File: src/rtl/add_rr_arbiter.sv
// Round-robin arbiter that time-shares one external ripple-carry adder among
// four requesters and returns each sum on a valid/ready response port.
//
// state   | meaning
// --------+------------------------------------------------------------
// ST_IDLE | waiting for a request; arbitrates and loads the adder inputs
// ST_ADD  | grant pulse high, adder settling; sum captured at the edge
// ST_HOLD | response presented until rsp_ready is sampled high
module add_rr_arbiter #(
  parameter int N = 5
) (
  input  logic           clk,
  input  logic           rst,
  input  logic [3:0]     req,
  input  logic [4*N-1:0] a_in,
  input  logic [4*N-1:0] b_in,
  input  logic [3:0]     cin_in,
  output logic [3:0]     gnt,
  output logic [N-1:0]   add_a,
  output logic [N-1:0]   add_b,
  output logic           add_cin,
  input  logic [N-1:0]   add_sum,
  input  logic           add_carry,
  output logic           rsp_valid,
  input  logic           rsp_ready,
  output logic [1:0]     rsp_id,
  output logic [N-1:0]   rsp_sum,
  output logic           rsp_carry,
  output logic           busy
);

  typedef enum logic [1:0] {
    ST_IDLE = 2'd0,
    ST_ADD  = 2'd1,
    ST_HOLD = 2'd2
  } state_t;

  state_t         state_q, state_d;
  logic [1:0]     ptr_q, ptr_d;
  logic [3:0]     gnt_q, gnt_d;
  logic [N-1:0]   add_a_q, add_a_d;
  logic [N-1:0]   add_b_q, add_b_d;
  logic           add_cin_q, add_cin_d;
  logic           rsp_valid_q, rsp_valid_d;
  logic [1:0]     rsp_id_q, rsp_id_d;
  logic [N-1:0]   rsp_sum_q, rsp_sum_d;
  logic           rsp_carry_q, rsp_carry_d;

  logic           win_found;
  logic [1:0]     win_idx;
  logic [1:0]     cand;

  // Search starts just after the last winner, so the last winner is lowest.
  always_comb begin
    win_found = 1'b0;
    win_idx   = ptr_q;
    cand      = ptr_q;
    for (int k = 1; k <= 4; k++) begin
      cand = ptr_q + 2'(k);
      if (!win_found && req[cand]) begin
        win_found = 1'b1;
        win_idx   = cand;
      end
    end
  end

  always_comb begin
    state_d     = state_q;
    ptr_d       = ptr_q;
    gnt_d       = gnt_q;
    add_a_d     = add_a_q;
    add_b_d     = add_b_q;
    add_cin_d   = add_cin_q;
    rsp_valid_d = rsp_valid_q;
    rsp_id_d    = rsp_id_q;
    rsp_sum_d   = rsp_sum_q;
    rsp_carry_d = rsp_carry_q;
    case (state_q)
      ST_IDLE: begin
        if (win_found) begin
          add_a_d   = a_in[32'(win_idx)*N +: N];
          add_b_d   = b_in[32'(win_idx)*N +: N];
          add_cin_d = cin_in[win_idx];
          gnt_d     = 4'b0001 << win_idx;
          rsp_id_d  = win_idx;
          ptr_d     = win_idx;
          state_d   = ST_ADD;
        end
      end
      ST_ADD: begin
        rsp_sum_d   = add_sum;
        rsp_carry_d = add_carry;
        rsp_valid_d = 1'b1;
        gnt_d       = 4'b0000;
        state_d     = ST_HOLD;
      end
      ST_HOLD: begin
        if (rsp_ready) begin
          rsp_valid_d = 1'b0;
          state_d     = ST_IDLE;
        end
      end
      default: begin
        gnt_d       = 4'b0000;
        rsp_valid_d = 1'b0;
        state_d     = ST_IDLE;
      end
    endcase
  end

  always_ff @(posedge clk) begin
    if (rst) begin
      state_q     <= ST_IDLE;
      ptr_q       <= 2'd3;
      gnt_q       <= 4'b0000;
      add_a_q     <= '0;
      add_b_q     <= '0;
      add_cin_q   <= 1'b0;
      rsp_valid_q <= 1'b0;
      rsp_id_q    <= 2'd0;
      rsp_sum_q   <= '0;
      rsp_carry_q <= 1'b0;
    end else begin
      state_q     <= state_d;
      ptr_q       <= ptr_d;
      gnt_q       <= gnt_d;
      add_a_q     <= add_a_d;
      add_b_q     <= add_b_d;
      add_cin_q   <= add_cin_d;
      rsp_valid_q <= rsp_valid_d;
      rsp_id_q    <= rsp_id_d;
      rsp_sum_q   <= rsp_sum_d;
      rsp_carry_q <= rsp_carry_d;
    end
  end

  assign gnt       = gnt_q;
  assign add_a     = add_a_q;
  assign add_b     = add_b_q;
  assign add_cin   = add_cin_q;
  assign rsp_valid = rsp_valid_q;
  assign rsp_id    = rsp_id_q;
  assign rsp_sum   = rsp_sum_q;
  assign rsp_carry = rsp_carry_q;
  assign busy      = (state_q != ST_IDLE);

endmodule

File: config.mk
export PLATFORM = sky130hd
export DESIGN_NAME = add_rr_arbiter
export DESIGN_NICKNAME = d
export VERILOG_FILES = /design/src/rtl/add_rr_arbiter.sv
export SDC_FILE = /design/constraint.sdc
export NUM_CORES = 1
export LEC_CHECK = 0
export CAP_MARGIN = 15
export CORE_ASPECT_RATIO = 0.7
export CORE_MARGIN = 4
export CORE_UTILIZATION = 37
export CTS_CLUSTER_SIZE = 20
export DETAILED_ROUTE_END_ITERATION = 12
export PLACE_DENSITY = 0.87
export SLEW_MARGIN = 20
export SYNTH_ARGS = -nofsm -noshare
export SYNTH_HDL_FRONTEND = slang
export SYNTH_SLANG_ARGS = --single-unit
File: constraint.sdc
create_clock -name clk -period 2 [get_ports clk]
set_clock_uncertainty 0.2 [all_clocks]
set_input_delay 0.3 -clock clk [delete_from_list [all_inputs] [get_ports clk]]
set_output_delay 0.3 -clock clk [all_outputs]
set_load 0.02 [all_outputs]
# --- Yosys cells after proc, flatten, opt, wreduce, memory -nomap -nowiden ---
# Cells that the tools add are included.
classes:
  add_sub_neg: 3
  mul: 1
  n_div: 0
  magnitude_cmp: 5
  n_eq_ne: 4
  shift: 3
  n_mux: 25
  bitwise_logic: 2
  reduce_logical: 12
ops:
  columns: ["op", "n"]
  rows:
  - ["$shiftx 20x6->5", 2]
  - ["$lt 2x3->1 const B", 5]
  - ["$mux 2", 6]
  - ["$bmux 1 s2", 5]
  - ["$mux 1", 10]
  - ["$pmux 4 s2", 1]
  - ["$reduce_and 2->1", 4]
  - ["$pmux 2 s3", 1]
  - ["$mul 2x3->5 const B", 1]
  - ["$add 2x2->2 const B", 2]
  - ["$mux 4", 1]
  - ["$ne 2x2->1 const B", 2]
  - ["$shl 1x2->4 const A", 1]
  - ["$logic_and 1x1->1", 3]
  - ["$logic_not 1->1", 3]
  - ["$pmux 1 s3", 1]
  - ["$add 2x1->2 const B", 1]
  - ["$eq 2x1->1 const B", 1]
  - ["$eq 2x2->1 const B", 1]
  - ["$logic_not 2->1", 1]
  - ["$not 1->1", 2]
  - ["$reduce_bool 2->1", 1]
word_totals:
  regBits: 28
  latch_bits: 0
  ramBits: 0
  romBits: 0
  in_bits: 57
  out_inout_bits: 25
  mem_count: 0

# --- Depth between registers and ports, before layout ---
# Gate-level depths: netlist of run 1.
logic_depth:
  ltp_word: 16
  ltp_mapped: 7
  ltp_nobuf: 5

# --- Worst setup path before layout of run 1 ---
# No wires, ideal clock.
synth_timing:
  path_type: "input to register"
  start: "in req[3]"
  end: "reg add_a_q[0], in the netlist add_a[0]"
  setup_ns: 0.133
  arrival_time_ns: 1.406
  required_time_ns: 1.667
  setup_slack_ns: 0.261
  stages: 7
  path_buffers: 2
  path_cell_list: "nor2b_1 > a21o_1 > a221oi_2 > buf_6 > buf_8 > mux2i_1 > o221ai_1"
synth_via:
  elab_chain_len: 14
synth_rtl:
  columns: ["element", "line", "rtl"]
  rows:
  - ["start, declared", "14", "input logic [3:0] req,"]
  - ["$bmux 1 s2", "60", "if (!win_found && req[cand]) begin"]
  - ["$mux 1 (implied by the code)", "60", null]
  - ["$mux 1", "60", null]
  - ["$logic_not 1->1", "60", null]
  - ["$logic_and 1x1->1", "60", null]
  - ["$mux 1", "60", null]
  - ["$logic_not 1->1", "60", null]
  - ["$logic_and 1x1->1", "60", null]
  - ["$mux 1", "60", null]
  - ["$logic_not 1->1", "60", null]
  - ["$logic_and 1x1->1", "60", null]
  - ["$mux 2", "60", null]
  - ["$mul 2x3->5", "81", "add_a_d = a_in[32'(win_idx)*N +: N];"]
  - ["$shiftx 20x6->5", "81", null]
  - ["end signal, assigned", "116", "add_a_q <= '0;"]
  - ["end signal, assigned", "127", "add_a_q <= add_a_d;"]
  - ["end, declared", "41", "logic [N-1:0] add_a_q, add_a_d;"]
# Parallel ways exist; a longest one is shown, timed or not. The select of a mux whose other input is x is not followed.
# A chain may end at the register's enable or synchronous reset.

# --- Final worst setup path of run 1 ---
layout_timing:
  start: "reg state_q[0]"
  end: "out busy"
layout_via:
  elab_chain_len: 1
layout_rtl:
  columns: ["element", "line", "rtl"]
  rows:
  - ["start, declared", "38", "state_t state_q, state_d;"]
  - ["start signal, assigned", "124", "state_q <= state_d;"]
  - ["$reduce_bool 2->1", "145", "assign busy = (state_q != ST_IDLE);"]
  - ["end, declared", "29", "output logic busy"]
# Every way passes these cells.

==> metrics.txt, run 1 <==
status=completed; Root Buffer=clkbuf_8; Ant. Diodes=0; wire per inst=15.5 µm; commonest non-fill, non-tap cell in the layout=clkdlybuf4s50_1; Critical-path top delay cell=clkdlybuf4s50_1; Post-Route WL=4.38 mm; DRC viols=0; htree depth=1; Compound-Gate Fraction of Synth Area=14.9%; final core occ=69.4%; Pwr per Cell Area=794 mW/mm²; final hold violation count=0; slowest stage delay, CP=590 ps; hold_buf cts=0; Adder-Cell Fraction of Synth Area=0%; placed cell count=275; DRT iter0 DRCs=81; min cycle time layout=1930 ps; Critical Path RT=1500 ps; critical path type=flop to output pin; die area=0.00487 mm²; Finish-stage setup viols=0; worst-path maximum fanout=5; clock buffer depth=2; hpwl dp=3.25 mm; Cell Area, Synth=0.00141 mm²; initial antenna violation count=0; Post-Syn Instances=143; Via-to-Cell Ratio=4.92; clock latency at the later pin of the worst-skew pair=280 ps; Seq/Total Area, Yosys=39.9%; crit path cell chain=or2_4 -> clkdlybuf4s50_1; GRT Total Usage=18.0%; Yosys reg bits=28; synth-to-layout area growth=76.7%; CTS tree=yes; top post-synthesis cells by area=dfxtp_1 (40%), mux2i_1 (20%), o221ai_1 (6.9%); first-pass GRT wire length=6.69 mm; clock slew at reported path FFs=100 ps; Synth Net Count=200; fin cells=283; RSZ-0062 raised after global routing=no; RePlAce Congestion=0.726; distinct cell type count after synthesis=29; Slew headroom=76.5%; Initial Util=39.3%; layout cell share with drive strength beyond 1=11.2%; largest net degree at the start of global routing=17; final slew viol count=0; Worst Tran Pin Value=349 ps; Post-Route Setup TNS=0 ps; synth warn=0; iteration count of the initial detailed-routing pass=4; CP startpoint kind=flop; largest family of logic cells by synthesized area=multiplexers; Die Wd=81.7 µm; cts bufs inserted=3; Layout Nets=291; syn avg cell area=9.83 µm²; CTS Sinks=28; max frequency=517 MHz; post-synthesis xor/xnor area fraction=0%; DRT antenna net count=0; endpoint class of the critical path=output pin; Die Y=59.6 µm; routed vias=1392; Maximum Capacitance Violations=0; most frequent cells in the layout=clkdlybuf4s50_1 (77), dfxtp_1 (27), mux2i_1 (26); Leak=1.01 nW; buffers added on ports=81; Core Region=0.00358 mm²; Tcrit/Tclk final=96.7%; Max VDD drop=0.000512 V; Worst Hold Class=flop to flop; simple-gate share of the synthesized area=18.4%; cell taking the most area after synthesis=dfxtp_1; total I/O pin count=82; gr ovfl total=0; Synth top area share=39.9%; mux contribution to synthesized area=19.9%; vias in the first global route=1387; Critical Path AT=1430 ps; # rows=18
Yosys cell counts (all sizes together):
cell	n
dfxtp	28
mux2i	28
nor2	20
nand3b	11
o221ai	11
buf	7
a21oi	6
clkbuf	4
nand2	4
o21ai	4
or2	3
a211oi	2
a32oi	2
nor2b	2
or3	2
a21o	1
a221oi	1
and2b	1
inv	1
nand2b	1
nor3	1
nor4	1
o21a	1
or2b	1
through the flow:
stage | hold WS (ps) | power (mW) | worst slack [ps] | area [µm²]
2_1_floorplan | 247 | 1.11 | 261 | 1410
3_3_place_gp | 243 | 1.45 | -273 | 2340
3_5_place_dp | 248 | 1.47 | -335 | 2340
4_1_cts | 262 | 1.96 | 1.28 | 2450
5_1_grt | 284 | 2.07 | 6.30 | 2480
6_report | 260 | 1.97 | 66.3 | 2480
critical path, delay by kind of cell, from the launching register on:
kind | cells | cell delay, ps
and+or+nand+nor | 1 | 150
DFF | 1 | 400
buffers and inverters | 1 | 590
cells by family (layout without fill, tap and decap cells):
group,count (synthesis),count (layout)
DFF,28,28
buffers and inverters,12,102
AOI/OAI and AO/OA,28,28
and+or+nand+nor,47,47
muxes,28,28
worst paths after layout:
path	startpoint	end	slack, ps	depth (start not counted)
max	state_q[0]	busy	70	2
min	gnt[3]	gnt[3]	260	2
max reg2reg	ptr_q[0]	add_b[1]	90	7
min reg2reg	gnt[3]	gnt[3]	260	2
layer usage:
layer,GRT usage [%],wire length [µm]
met5,0,0
met3,5.17,307
met4,4.27,43
met2,28.7,2110
met1,24.3,1920
report_power, final:
group / internal (mW) / total [mW] / switching, mW / leakage [nW]
combinational: 0.465 / 0.823 / 0.358 / 0.745
clock: 0.268 / 0.456 / 0.188 / 0.0357
sequential: 0.640 / 0.694 / 0.0539 / 0.231
cell type report:
class | count | area [µm²]
clock buffers | 3 | 41.3
clock inverters | 1 | 30.0
fillers | 288 | 1100
inverters | 1 | 3.75
multi-input cells | 103 | 776
flip-flops and latches | 28 | 564
well taps | 50 | 62.6
repair buffers | 97 | 1010
state kept, by name (all words and copies together), names as in the netlist:
signal / flops
rsp_valid: 1
state_q: 2
gnt: 4
add_cin: 1
rsp_carry: 1
ptr_q: 2
rsp_sum: 5
rsp_id: 2
add_b: 5
add_a: 5
timing repair:
action	in CTS	in global routing
gates cloned	1	0
resized for setup	3	8
setup endpoints to repair	10	15
setup buffers	1	2
pin swaps	2	3
(Power assumes the default switching activity.)
==> run 2: changes to the inputs <==
--- a/config.mk
+++ b/config.mk
@@ -6,12 +6,15 @@
 export NUM_CORES = 1
 export LEC_CHECK = 0
 export CAP_MARGIN = 15
+export CELL_PAD_IN_SITES_DETAIL_PLACEMENT = 1
+export CELL_PAD_IN_SITES_GLOBAL_PLACEMENT = 1
 export CORE_ASPECT_RATIO = 0.7
 export CORE_MARGIN = 4
-export CORE_UTILIZATION = 37
+export CORE_UTILIZATION = 28
+export CTS_BUF_LIST = sky130_fd_sc_hd__clkbuf_4
 export CTS_CLUSTER_SIZE = 20
 export DETAILED_ROUTE_END_ITERATION = 12
-export PLACE_DENSITY = 0.87
+export PLACE_DENSITY = 0.91
 export SLEW_MARGIN = 20
 export SYNTH_ARGS = -nofsm -noshare
 export SYNTH_HDL_FRONTEND = slang
==> run 2 against run 1 <==
  * Flip-flop and latch count is the same
  * Final cell count grew 7.4%
  * Via count grew 4.6%
  * Critical endpoint is now add_a[2]
  * Largest cell class unchanged
  * Highest routed layer unchanged
==> metrics.txt, run 2 (same netlist as run 1, synthesis figures left out) <==
Max VDD drop=0.000320 V; Post-Route WL=5.08 mm; wire per inst=16.7 µm; final slew viol count=0; Die Y=67.3 µm; Critical-path top delay cell=dfxtp_4; Post-Route Setup TNS=0 ps; layout cell share with drive strength beyond 1=11.9%; Critical Path RT=2030 ps; DRT antenna net count=0; CTS Sinks=28; initial antenna violation count=0; WP buf/inv=2; status=completed; largest net degree at the start of global routing=23; Pwr per Cell Area=759 mW/mm²; routed vias=1456; RSZ-0062 raised after global routing=no; cts bufs inserted=3; Core Region=0.00481 mm²; Crit path max-delay family=compound AO/OA/AOI/OAI gates; crit path cell chain=nor2b_1 -> a21o_1 -> a221oi_4 -> buf_4 -> clkbuf_16 -> mux2i_1 -> o221ai_1; Die Wd=92.7 µm; DRT iter0 DRCs=26; Finish-stage setup viols=0; Layout Nets=293; max frequency=514 MHz; synth-to-layout area growth=76.2%; CTS tree=yes; GRT Total Usage=15.4%; Leak=1.02 nW; iteration count of the initial detailed-routing pass=4; clock latency at the later pin of the worst-skew pair=330 ps; RePlAce Congestion=0.730; Post-DP Area=0.00238 mm²; DRC viols=0; # rows=21; total I/O pin count=82; gr ovfl total=0; fin area=0.00248 mm²; final hold violation count=0; htree depth=1; die area=0.00624 mm²; clock slew at reported path FFs=150 ps; Worst Tran Pin Value=409 ps; Slew headroom=72.6%; slowest stage delay, CP=400 ps; Tcrit/Tclk final=97.2%; Via-to-Cell Ratio=4.79; worst-path maximum fanout=11; commonest non-fill, non-tap cell in the layout=clkdlybuf4s50_1; first-pass GRT wire length=7.60 mm; Initial Util=29.2%; most frequent cells in the layout=clkdlybuf4s50_1 (76), mux2i_1 (28), dfxtp_1 (27); min cycle time layout=1940 ps; Worst Hold Class=flop to flop; Root Buffer=clkbuf_4; Ant. Diodes=0; Maximum Capacitance Violations=0; Critical Path AT=1980 ps; CP startpoint kind=flop; critical path type=flop to flop; hpwl dp=3.83 mm; vias in the first global route=1531; buffers added on ports=81; clock buffer depth=2; endpoint class of the critical path=flop
run 2: through the flow:
step                      hold slack [ps]  total power, mW  utilization (%)  setup slack, ps  std cells
after floorplan                       247             1.11                -              261        143
after global placement                247             1.46             49.5             -277        298
after detailed placement              259             1.49             49.5             -391        298
after CTS                             278             1.87             50.5             37.1        302
after global routing                  293             1.97             51.5             6.16        304
final                                 273             1.88             51.5             56.2        304
run 2: final timing paths:
kind / endpoint / startpoint / depth (start not counted) / slack (ps)
max: add_a[2] / ptr_q[0] / 7 / 60
min: gnt[3] / gnt[3] / 2 / 270
max reg2reg: add_a[2] / ptr_q[0] / 7 / 60
min reg2reg: gnt[3] / gnt[3] / 2 / 270
run 2: power by group:
part,internal [mW],switching (mW),total [mW]
registers,0.640,0.0555,0.696
logic,0.441,0.366,0.807
clock network,0.203,0.175,0.378
run 2: worst min-delay path, cell delays in order (launching register included):
cell	delay, ps
dfxtp_1	340
nand2_1	50
a21oi_1	50
run 2: cell type report:
class,count,area [µm²]
clock inverters,1,30.0
well taps,69,86.3
inverters,1,3.75
multi-input cells,103,764
repair buffers,99,1010
flip-flops and latches,28,564
clock buffers,3,22.5
fillers,562,2330
run 2: metal layers:
metal | vias up | GRT usage, % | share of wire, %
met2 | 36 | 28.6 | 52
met1 | 710 | 18.5 | 43
met4 | 0 | 2.93 | 0.16
met3 | 2 | 3.45 | 4.8
met5 | - | 0 | 0
li1 | 708 | - | -
run 2: timing repair:
item / 4_1_cts / 5_1_grt
hold buffers: 0 / 0
gates cloned: 0 / 1
gates resized for setup: 4 / 6
pin swaps: 0 / 1
setup buffers: 0 / 1
setup endpoints to repair: 8 / 8
